File: src/rtl/wb_master_seq_mem_access.sv
// Wishbone classic master that walks a memory window, writing then reading back each word.
// Optional build macro WB_SEQ_ONESHOT_EN: stop in DONE after one pass instead of wrapping forever.
module wb_master_seq_mem_access #(
  parameter int ADDR_WIDTH = 16,
  parameter int DATA_WIDTH = 32,
  parameter int START_ADDR = 0,
  parameter int END_ADDR   = 7,
  parameter int STEP       = 1
) (
  input  logic                  clk_i,
  input  logic                  rst_i,
  output logic                  stb_o,
  output logic                  cyc_o,
  output logic                  we_o,
  output logic [ADDR_WIDTH-1:0] adr_o,
  output logic [DATA_WIDTH-1:0] dat_o,
  input  logic [DATA_WIDTH-1:0] dat_i,
  input  logic                  ack_i,
  input  logic                  err_i,
  output logic                  mismatch_o,
  output logic                  bus_err_o,
  output logic                  done_o
);

  localparam int PASS_WIDTH = (DATA_WIDTH > ADDR_WIDTH) ? (DATA_WIDTH - ADDR_WIDTH) : 1;
  localparam logic [ADDR_WIDTH-1:0] START_A = ADDR_WIDTH'(START_ADDR);
  localparam logic [ADDR_WIDTH:0]   END_EXT  = (ADDR_WIDTH + 1)'(END_ADDR);
  localparam logic [ADDR_WIDTH:0]   STEP_EXT = (ADDR_WIDTH + 1)'(STEP);

  typedef enum logic [2:0] {
    IDLE   = 3'd0,
    WR     = 3'd1,
    WR_GAP = 3'd2,
    RD     = 3'd3,
    RD_GAP = 3'd4,
    DONE   = 3'd5
  } state_t;

  state_t                  state;
  logic [PASS_WIDTH-1:0]   pass_cnt;
  logic [ADDR_WIDTH:0]     adr_sum;
  logic                    wrap;
  logic [ADDR_WIDTH-1:0]   adr_next;
  logic [PASS_WIDTH-1:0]   pass_next;

  // Pass counter sits above the address bits; with no spare bits the shift drops it entirely.
  function automatic logic [DATA_WIDTH-1:0] make_pattern(input logic [PASS_WIDTH-1:0] p,
                                                         input logic [ADDR_WIDTH-1:0] a);
    logic [DATA_WIDTH-1:0] r;
    r = DATA_WIDTH'(a);
    if (DATA_WIDTH > ADDR_WIDTH) begin
      r = r | (DATA_WIDTH'(p) << ADDR_WIDTH);
    end
    return r;
  endfunction

  always_comb begin
    adr_sum   = {1'b0, adr_o} + STEP_EXT;
    wrap      = ({1'b0, adr_o} == END_EXT) || (adr_sum > END_EXT);
    adr_next  = wrap ? START_A : adr_sum[ADDR_WIDTH-1:0];
    pass_next = wrap ? (pass_cnt + 1'b1) : pass_cnt;
  end

  assign cyc_o = stb_o;

`ifdef WB_SEQ_ONESHOT_EN
  logic done_reg;
  assign done_o = done_reg;
`else
  assign done_o = 1'b0;
`endif

  always_ff @(posedge clk_i or negedge rst_i) begin
    if (!rst_i) begin
      state      <= IDLE;
      stb_o      <= 1'b0;
      we_o       <= 1'b0;
      adr_o      <= START_A;
      dat_o      <= '0;
      pass_cnt   <= '0;
      mismatch_o <= 1'b0;
      bus_err_o  <= 1'b0;
`ifdef WB_SEQ_ONESHOT_EN
      done_reg   <= 1'b0;
`endif
    end else begin
      case (state)
        IDLE: begin
          state <= WR;
          stb_o <= 1'b1;
          we_o  <= 1'b1;
          dat_o <= make_pattern(pass_cnt, adr_o);
        end
        WR: begin
          if (ack_i || err_i) begin
            if (err_i) bus_err_o <= 1'b1;
            state <= WR_GAP;
            stb_o <= 1'b0;
          end
        end
        WR_GAP: begin
          state <= RD;
          stb_o <= 1'b1;
          we_o  <= 1'b0;
        end
        RD: begin
          // dat_o still holds the pattern written to this address.
          if (ack_i || err_i) begin
            if (err_i) begin
              bus_err_o <= 1'b1;
            end else if (dat_i != dat_o) begin
              mismatch_o <= 1'b1;
            end
            state <= RD_GAP;
            stb_o <= 1'b0;
          end
        end
        RD_GAP: begin
`ifdef WB_SEQ_ONESHOT_EN
          if (wrap) begin
            state    <= DONE;
            done_reg <= 1'b1;
          end else begin
            state    <= WR;
            stb_o    <= 1'b1;
            we_o     <= 1'b1;
            adr_o    <= adr_next;
            pass_cnt <= pass_next;
            dat_o    <= make_pattern(pass_next, adr_next);
          end
`else
          state    <= WR;
          stb_o    <= 1'b1;
          we_o     <= 1'b1;
          adr_o    <= adr_next;
          pass_cnt <= pass_next;
          dat_o    <= make_pattern(pass_next, adr_next);
`endif
        end
        DONE: begin
          state <= DONE;
          stb_o <= 1'b0;
        end
        default: begin
          state <= IDLE;
          stb_o <= 1'b0;
        end
      endcase
    end
  end

endmodule

File: config.mk
export PLATFORM = sky130hd
export DESIGN_NAME = wb_master_seq_mem_access
export DESIGN_NICKNAME = d
export VERILOG_FILES = /design/src/rtl/wb_master_seq_mem_access.sv
export SDC_FILE = /design/constraint.sdc
export NUM_CORES = 1
export LEC_CHECK = 0
export ABC_CLOCK_PERIOD_IN_PS = 3800
export CAP_MARGIN = 20
export CORE_ASPECT_RATIO = 1.5
export CORE_UTILIZATION = 48
export CTS_CLUSTER_DIAMETER = 80
export DETAILED_ROUTE_END_ITERATION = 6
export PLACE_DENSITY_LB_ADDON = 0.12
export SLEW_MARGIN = 30
export SYNTH_ARGS = -nofsm -noshare
export SYNTH_HDL_FRONTEND = slang
export SYNTH_SLANG_ARGS = --single-unit
export TNS_END_PERCENT = 20
File: constraint.sdc
create_clock -name clk_i -period 3.8 [get_ports clk_i]
set_clock_uncertainty 0.15 [all_clocks]
set_input_delay 0.38 -clock clk_i [delete_from_list [all_inputs] [get_ports clk_i]]
set_output_delay 0.38 -clock clk_i [all_outputs]
set_load 0.01 [all_outputs]
# [Yosys cells after proc, flatten, opt, wreduce, memory -nomap -nowiden]
# Index checks and enable logic that the tools add are counted.
[op_classes] magnitude_cmp=1 muxes=9 reduce_logical=11 add_sub_neg=2 eq_ne=10 bitwise_logic=3
[op_table] op="$or A16 B32 Y32" count=2
[op_table] op="$pmux W32 S2" count=1
[op_table] op="$mux W16" count=2
[op_table] op="$ne A32 B32 Y1" count=1
[op_table] op="$add A16 B1 Y17 const B" count=1
[op_table] op="$gt A17 B3 Y1 const B" count=1
[op_table] op="$add A16 B1 Y16 const B" count=1
[op_table] op="$eq A16 B3 Y1 const B" count=1
[op_table] op="$pmux W3 S5" count=1
[op_table] op="$eq A3 B2 Y1 const B" count=2
[op_table] op="$eq A3 B3 Y1 const B" count=2
[op_table] op="$mux W3" count=2
[op_table] op="$ne A2 B2 Y1 const B" count=2
[op_table] op="$pmux W1 S2" count=2
[op_table] op="$reduce_and A4 Y1" count=1
[op_table] op="$reduce_bool A2 Y1" count=2
[op_table] op="$reduce_or A2 Y1" count=2
[op_table] op="$eq A3 B1 Y1 const B" count=1
[op_table] op="$logic_not A3 Y1" count=1
[op_table] op="$reduce_and A3 Y1" count=1
[op_table] op="$reduce_or A3 Y1" count=1
[op_table] op="$logic_or A1 B1 Y1" count=2
[op_table] op="$ne A2 B1 Y1 const B" count=1
[op_table] op="$reduce_and A2 Y1" count=1
[op_table] op="2 further kinds" count=2
[word_totals] wordCells=44 output_inout_bits=54 ff_bits=71

# [Depth between registers and ports, before layout]
# Gate-level depths: netlist of the first run.
[depth] depth_word=6 mapped_depth=10 depth_no_buf=9

# [Worst setup path after synthesis of the first run]
# No wires, ideal clock.
[synth_path] path_type="reg-to-reg" from="reg adr_o[0]" to="reg pass_cnt[1]" setup_ns=0.125 path_stages_with_launch=11 t_arrival_ns=2.378 path_slack_ns=1.148 path_cell_list="dfrtp_1 > inv_1 > ha_1 > nor3_1 > maj3_1 > o22a_1 > a211oi_2 > buf_6 > nand2_4 > nand2_1 > mux2_2"
[synth_between] elab_chain_cells=4 elab_cells_between_ends=5 classes_between="add/sub (1); order compare (1); eq/ne (1); mux (1); reduce/logical (1)"
[synth_lines] element="from (decl)" line="15" rtl="output logic [ADDR_WIDTH-1:0] adr_o,"
[synth_lines] element="from (signal assigned)" line="135" rtl="adr_o <= adr_next;"
[synth_lines] element="$add A16 B1 Y17" line="58" rtl="adr_sum = {1'b0, adr_o} + STEP_EXT;"
[synth_lines] element="$gt A17 B3 Y1" line="59" rtl="wrap = ({1'b0, adr_o} == END_EXT) || (adr_sum > END_EXT);"
[synth_lines] element="$logic_or A1 B1 Y1 (*)" line="59"
[synth_lines] element="$mux W16 (*)" line="61" rtl="pass_next = wrap ? (pass_cnt + 1'b1) : pass_cnt;"
[synth_lines] element="to (signal assigned)" line="136" rtl="pass_cnt <= pass_next;"
[synth_lines] element="to (decl)" line="40" rtl="logic [PASS_WIDTH-1:0] pass_cnt;"
# Mark *: on every way between the ends. The rest lies on a longest branch, timed or not.
# A chain may end at the register's enable or synchronous reset.

# [Worst setup path after layout of the first run]
[layout_path] from="reg adr_o[0]" to="reg dat_o[31]"
[layout_between] elab_chain_cells=6 elab_cells_between_ends=7 classes_between="add/sub (1); order compare (1); eq/ne (1); mux (2); bitwise (1); reduce/logical (1)"
[layout_lines] element="$add A16 B1 Y17" line="58"
[layout_lines] element="$gt A17 B3 Y1" line="59"
[layout_lines] element="$logic_or A1 B1 Y1 (*)" line="59"
[layout_lines] element="$mux W16 (*)" line="61"
[layout_lines] element="$or A16 B32 Y32 (*)" line="52" rtl="r = r | (DATA_WIDTH'(p) << ADDR_WIDTH);"
[layout_lines] element="$pmux W32 S2 (*)" line="87" rtl="case (state)"
[layout_lines] element="to (signal assigned)" line="92" rtl="dat_o <= make_pattern(pass_cnt, adr_o);"
[layout_lines] element="to (signal assigned)" line="137" rtl="dat_o <= make_pattern(pass_next, adr_next);"
[layout_lines] element="to (decl)" line="16" rtl="output logic [DATA_WIDTH-1:0] dat_o,"
# Marked as above.

==> results.md, run 1 <==
- Result of the run: finished with violations
- Violated checks: hold timing
- Flip-flop and latch count after synthesis: slightly above 70
- Hold buffer count at CTS: 0
- Number of buffers on the longest clock path: 2
- Total area of multi-input combinational cells: about 1800 µm²
- Cell count after placement: 513
- Largest area contributor in the synthesized netlist: sky130_fd_sc_hd__dfrtp_1
- Power after layout: 2410 µW
- Maximum cell stage delay along the critical path: between 400 and 500 ps
- H-tree levels: 3
- Ratio of final minimum period to clock period: 0.739
- Worst setup SP type: flop
- Setup repair after global routing missed its margin: false
- Post-detailed-route wirelength per cell: 16.8 µm
- Arrival time at the worst endpoint: 2920 ps
- Top fanout value on the critical path: 11
- Remaining Overflow, GRT: 0
- Fraction of final layout cells sized beyond drive strength 1: 0.147
- Num CTS Buffers: 9
- Number of vias after detailed routing: 2861
- Post-synthesis instance area: about 3700 µm²
- Final hold violations: 71
- Port Buffers: just under 90
- Die outline height: about 110 µm
- Core utilization of the finished layout: 0.660
- Hold Crit Class: primary input to asynchronous set/reset pin
- Setup fix buffers added after clock tree synthesis: 0
- P&R area growth vs syn: 31.3%
- Detailed-route wire length: 8890 µm
- ANT nets after route: 0
- Post-route worst hold slack: -53.4 ps
- Async SR Flop Fraction: 1.00
- VDD IR-drop max: 0.411 mV
- Number of slew-limit violations in the final report: 0
- CTS clk-pin slew, worst paths: 80 ps
- Post-detailed-route DRC marker count: 0
- Buffer type at the clock tree root: sky130_fd_sc_hd__clkbuf_8
- Mean area per synthesized cell: 11.1 µm²
- Top post-synthesis cells by count: sky130_fd_sc_hd__dfrtp_1, sky130_fd_sc_hd__xnor2_1, sky130_fd_sc_hd__mux2_2
- Syn nets: 374
- Count of clock tree sinks: between 70 and 80
- Starting DRC count in detailed routing: 178
- Final design instance area without fill: about 4900 µm²
- Number of global-route vias before repair: 2757
- Top-Level Pins: 90
- Power density over cell area: 496 nW/µm²
- Later-pin clock latency in the skew report: 370 ps
- Number of diodes: 0
- Highest clock rate: 356 MHz
- Gate count of the mapped netlist: 335
- Setup TNS: 0 ps
- Combined flip-flop and latch cell area: 1780 µm²
- Max-cap violations: 0
- Horizontal die dimension: 73.7 µm
- Std-Cell Core Area: 7370 µm²
- Required time worst endpoint: 3910 ps
- Largest cells by area after synthesis: sky130_fd_sc_hd__dfrtp_1, sky130_fd_sc_hd__xnor2_1, sky130_fd_sc_hd__mux2_2
- Unique cell type count in the Yosys netlist: 57
- Setup violations, final: 0
- Initial core utilization: 0.502
- Slowest stage cell on the critical path: sky130_fd_sc_hd__dfrtp_1
- Worst Setup Path Type: flop to flop
- # resized after CTS: 0
- Max-slew headroom at the worst pin: 0.551
- Estimated wirelength of the detail-placed design: approximately 6500 µm
- Worst-path cell chain: ha_1, nand2_1, o31a_1, a31oi_1, nor3_2, buf_4, a2111oi_2, xor2_1, mux2_2
- Count of standard-cell rows: 38
- Overall routing resource usage: 0.237
- Total placed instance area: 4660 µm²
- Time the worst path needs with I/O delays and setup: 2810 ps
- Crit path max-delay family: compound AO/OA/AOI/OAI gates
- Top FF cell, synth: sky130_fd_sc_hd__dfrtp_1
- Share of the synthesized area in the top cell type: 0.480
- Final standard cell count with taps included and fillers excluded: approximately 530
- Placer congestion estimate: between 0.8 and 0.9
- Die outline area: 8080 µm²
- Actual slew at the worst max-slew pin: 667 ps
- Most used standard cell by instance count after synthesis: sky130_fd_sc_hd__dfrtp_1
- Post-synth EDFFs: 0
- Net count reported at finish: 463
- Syn. warnings: 0
- Initial antenna violation count: 0
- Via density per instance: about 5.4
- Initial DRT Pass Iterations: 4
- Leakage: between 0.002 and 0.0025 µW
- Buffer and inverter count on the worst path: 1
- TritonCTS clock tree: done
- Fraction of the yosys area taken by sequential cells: 0.480
- First-pass GRT wire length: 13900 µm
- Largest net degree at the start of global routing: 72
- CP Capture Type: flop
- Fill cell count: 614
## flip-flops by register name (all words and copies together), names as in the netlist
| register | flops |
|---|---|
| cyc_o | 1 |
| bus_err_o | 1 |
| pass_cnt | 16 |
| adr_o | 16 |
| we_o | 1 |
| dat_o | 32 |
| mismatch_o | 1 |
| state | 3 |
## cell type report
type,instances,area share
Multi-Input combinational cell,244,0.376
Inverter,6,0.00463
Clock buffer,10,0.0283
Clock inverter,6,0.0124
Timing Repair Buffer,92,0.187
Tap cell,100,0.0257
Sequential cell,71,0.366
## path summary, 6_finish.rpt
| kind | startpoint | endpoint | slack, ps | cells after the start |
|---|---|---|---|---|
| setup / recovery | adr_o[0] | dat_o[31] | 990 | 9 |
| hold reg to reg | pass_cnt[15] | pass_cnt[15] | 310 | 1 |
| setup reg to reg | adr_o[0] | dat_o[31] | 990 | 9 |
| min in group clk_i | pass_cnt[15] | pass_cnt[15] | 310 | 1 |
| max in group asynchronous | rst_i | dat_o[16] | 3110 | 2 |
| hold / removal | rst_i | dat_o[27] | -50 | 2 |
## per-layer routing
metal  up-vias  routed length [µm]  GRT usage
met5         -                   0          0
met4         0                 144     0.0865
met3        14                 342     0.0605
met2        68                4670      0.402
met1      1408                3730      0.286
li1       1371                   -          -
## logic make-up (layout without fill, tap and decap cells)
logic type               after synthesis  count (layout)  synth area share
AO/OA/AOI/OAI                         53              53             0.113
other                                  1               1           0.00101
multiplexers                          25              25            0.0754
buffers and inverters                 20             114            0.0267
AND/OR/NAND/NOR                      116             116             0.185
flip-flops                            71              71             0.480
XOR/XNOR                              45              45             0.106
adder cells (fa/ha/maj)                4               4            0.0128
## power by group
part	internal, µW	leakage, µW	switching [µW]
registers	861	0.000950	134
logic	411	0.00105	384
clock network	317	0.0000981	302
total	1590	0.00210	821
## cell usage in the layout, fill, tap and decap left out, types with 6 or more instances in the layout
| cell type | count |
|---|---|
| sky130_fd_sc_hd__clkdlybuf4s50_1 | 87 |
| sky130_fd_sc_hd__dfrtp_1 | 71 |
| sky130_fd_sc_hd__xnor2_1 | 33 |
| sky130_fd_sc_hd__mux2_2 | 23 |
| sky130_fd_sc_hd__nand2_1 | 17 |
| sky130_fd_sc_hd__and2_1 | 15 |
| sky130_fd_sc_hd__nand3_1 | 14 |
| sky130_fd_sc_hd__nand4_1 | 14 |
| sky130_fd_sc_hd__nor2_1 | 12 |
| sky130_fd_sc_hd__xor2_1 | 12 |
| sky130_fd_sc_hd__clkbuf_8 | 10 |
| sky130_fd_sc_hd__o21ai_0 | 7 |
| sky130_fd_sc_hd__a31oi_1 | 7 |
| sky130_fd_sc_hd__and3_1 | 7 |
| sky130_fd_sc_hd__a21oi_1 | 7 |
| sky130_fd_sc_hd__inv_1 | 6 |
## per-stage QoR
stage | hold slack (ps) | setup WS [ps]
after floorplan | -65.6 | 1150
after global placement | 300 | 1070
after detailed placement | 303 | 1020
after CTS | 84.0 | 992
after global routing | 6.94 | 760
final | -53.4 | 993
Power figures use the tool's default switching activity.
==> inputs of run 2 (changes only) <==
- ABC_CLOCK_PERIOD_IN_PS: 3800 -> 2370
- CORE_UTILIZATION: 48 -> 45
- clock period: 3.8 -> 2.37 ns (I/O delays scaled with it)
==> results.md, run 2 (synthesized netlist as in run 1, its figures left out) <==
- Result of the run: finished with violations
- Violated checks: setup timing
- Initial antenna violation count: 0 (unchanged)
- Horizontal die dimension: 76.1 µm (+3.2%)
- Final design instance area without fill: 5500 µm² (+13%)
- Max FFs per register: 32 (unchanged)
- Starting DRC count in detailed routing: 85 (-52%)
- CP Capture Type: flop
- Max-slew headroom at the worst pin: 0.579 (+0.0270)
- Cell count after placement: 562 (+9.6%)
- Ratio of final minimum period to clock period: 1.07 (+0.328)
- P&R area growth vs syn: 48.7%
- Count of standard-cell rows: 40 (+5.3%)
- Worst-path cell chain: nand4_4, buf_4, nor3_1, a31oi_2, nor3_4, buf_6, a211oi_2, xor2_1, mux2_4
- Arrival time at the worst endpoint: 2590 ps (-330 ps)
- Placer congestion estimate: 0.867 (-1.7%)
- Post-route worst hold slack: 262 ps (+315 ps)
- Required time worst endpoint: 2430 ps (-1480 ps)
- Fill cell count: 615 (+0.16%)
- CTS clk-pin slew, worst paths: 60 ps (-20 ps)
- Slowest stage cell on the critical path: sky130_fd_sc_hd__dfrtp_1
- TritonCTS clock tree: done
- Top-Level Pins: 90 (unchanged)
- Top fanout value on the critical path: 8 (-3)
- Post-detailed-route wirelength per cell: 17.2 µm (+2.2%)
- Power density over cell area: 810 nW/µm² (+63%)
- Initial core utilization: 0.462 (-0.0400)
- Max-cap violations: 0 (unchanged)
- Number of diodes: 0 (unchanged)
- Via density per instance: 5.31 (-1.9%)
- Estimated wirelength of the detail-placed design: 7530 µm (+16%)
- Time the worst path needs with I/O delays and setup: 2530 ps (-279 ps)
- Worst Setup Path Type: flop to flop
- Die outline area: 8600 µm² (+6.5%)
- Buffer type at the clock tree root: sky130_fd_sc_hd__clkbuf_16
- Num CTS Buffers: 9 (unchanged)
- Setup violations, final: 23 (+23)
- Most frequent cells in the layout: sky130_fd_sc_hd__clkdlybuf4s50_1, sky130_fd_sc_hd__dfrtp_1, sky130_fd_sc_hd__buf_4
- Final hold violations: 0 (-100%)
- Total placed instance area: 5030 µm² (+8.0%)
- Maximum cell stage delay along the critical path: 430 ps (-40 ps)
- Die outline height: 113 µm (+3.2%)
- Count of clock tree sinks: 71 (unchanged)
- Remaining Overflow, GRT: 0 (unchanged)
- Actual slew at the worst max-slew pin: 632 ps (-34.4 ps)
- Std-Cell Core Area: 8010 µm² (+8.7%)
- Largest registers ranked by flip-flop count: dat_o: 32 flops, adr_o: 16 flops, pass_cnt: 16 flops
- Leakage: 0.00243 µW (+16%)
- Number of buffers on the longest clock path: 2 (unchanged)
- Most flops, register: dat_o
- Largest net degree at the start of global routing: 51 (-29%)
- Post-detailed-route DRC marker count: 0 (unchanged)
- Number of vias after detailed routing: 3105 (+8.5%)
- Worst setup SP type: flop
- Port Buffers: 88 (unchanged)
- First-pass GRT wire length: 16300 µm (+17%)
- H-tree levels: 3 (unchanged)
- VDD IR-drop max: 0.595 mV (+45%)
- Final standard cell count with taps included and fillers excluded: 585 (+11%)
- Worst Setup Slack, final: -158 ps (-1150 ps)
- Net count reported at finish: 514 (+11%)
- Number of slew-limit violations in the final report: 0 (unchanged)
- Detailed-route wire length: 10000 µm (+13%)
- Later-pin clock latency in the skew report: 330 ps (-40 ps)
- Highest clock rate: 396 MHz (+11%)
- ANT nets after route: 0 (unchanged)
- Leading cell type in the layout, fill and taps excluded: sky130_fd_sc_hd__clkdlybuf4s50_1
- Initial DRT Pass Iterations: 4 (unchanged)
- Setup repair after global routing missed its margin: true
- Fraction of final layout cells sized beyond drive strength 1: 0.277 (+0.130)
- Hold Crit Class: primary input to asynchronous set/reset pin
- Overall routing resource usage: 0.250 (+0.0134)
- Number of global-route vias before repair: 3274 (+19%)
[run 2: cell count changes in the layout (fill, tap and decap cells not counted), sizes merged]
cell | before | now
dlygate4sd3 | 0 | 1
clkbuf | 10 | 13
clkinv | 3 | 2
buf | 5 | 55
clkinvlp | 2 | 1
bufinv | 1 | 0
[run 2: worst max-delay path, delay by kind of cell, from the launching register on]
| family | cells | cell delay, ps |
|---|---|---|
| and+or+nand+nor | 3 | 730 |
| muxes | 1 | 270 |
| DFF | 1 | 430 |
| buffers and inverters | 2 | 390 |
| AOI/OAI and AO/OA | 2 | 260 |
| xor gates and xnor gates | 1 | 180 |
[run 2: path summary, 6_finish.rpt]
check / start / to / slack [ps] / cells past startpoint
worst max register to register: adr_o[4] / dat_o[30] / -160 / 9
max in group asynchronous: rst_i / adr_o[1] / 1210 / 3
min in group clk_i: bus_err_o / bus_err_o / 320 / 1
worst min register to register: bus_err_o / bus_err_o / 320 / 1
worst min-delay path: rst_i / dat_o[3] / 260 / 3
worst max-delay path: adr_o[4] / dat_o[30] / -160 / 9
[run 2: layout make-up]
type	count	area, µm²	share of cell area
tap	105	131	0.0239
timing repair buffer	143	1310	0.237
sequential	71	1780	0.323
inverter	6	22.5	0.00409
clock inverter	3	17.5	0.00318
multi-input combinational	244	1990	0.361
clock buffer	13	260	0.0473
[run 2: report_power, final]
part / internal, µW / total, µW / switching [µW]
Combinational: 873 / 1660 / 783
Sequential: 1390 / 1560 / 174
Clock: 762 / 1240 / 480
Total: 3020 / 4460 / 1440
[run 2: layer usage]
metal,vias up,track usage,routed length (µm)
met2,55,0.464,5610
met3,10,0.0419,259
met5,-,0,0
li1,1475,-,-
met1,1565,0.279,4000
met4,0,0.112,182
[run 2: stage by stage]
stage | TNS, ps | setup WS, ps | total power, µW | utilization
global route | -4490 | -270 | 4680 | 0.687
finish | -2030 | -158 | 4460 | 0.687
global placement | -2120 | -262 | 3110 | 0.628
floorplan | -1070 | -115 | 2400 | -
detailed placement | -2680 | -246 | 3130 | 0.628
CTS | -1630 | -139 | 4490 | 0.685
[run 2: repair_timing]
action,4_1_cts,5_1_grt
pin swaps,13,7
hold endpoints to repair,71,0
hold buffers,1,0
gates cloned,1,0
buffers inserted,5,0
gates resized for setup,24,4
setup endpoints to repair,26,32
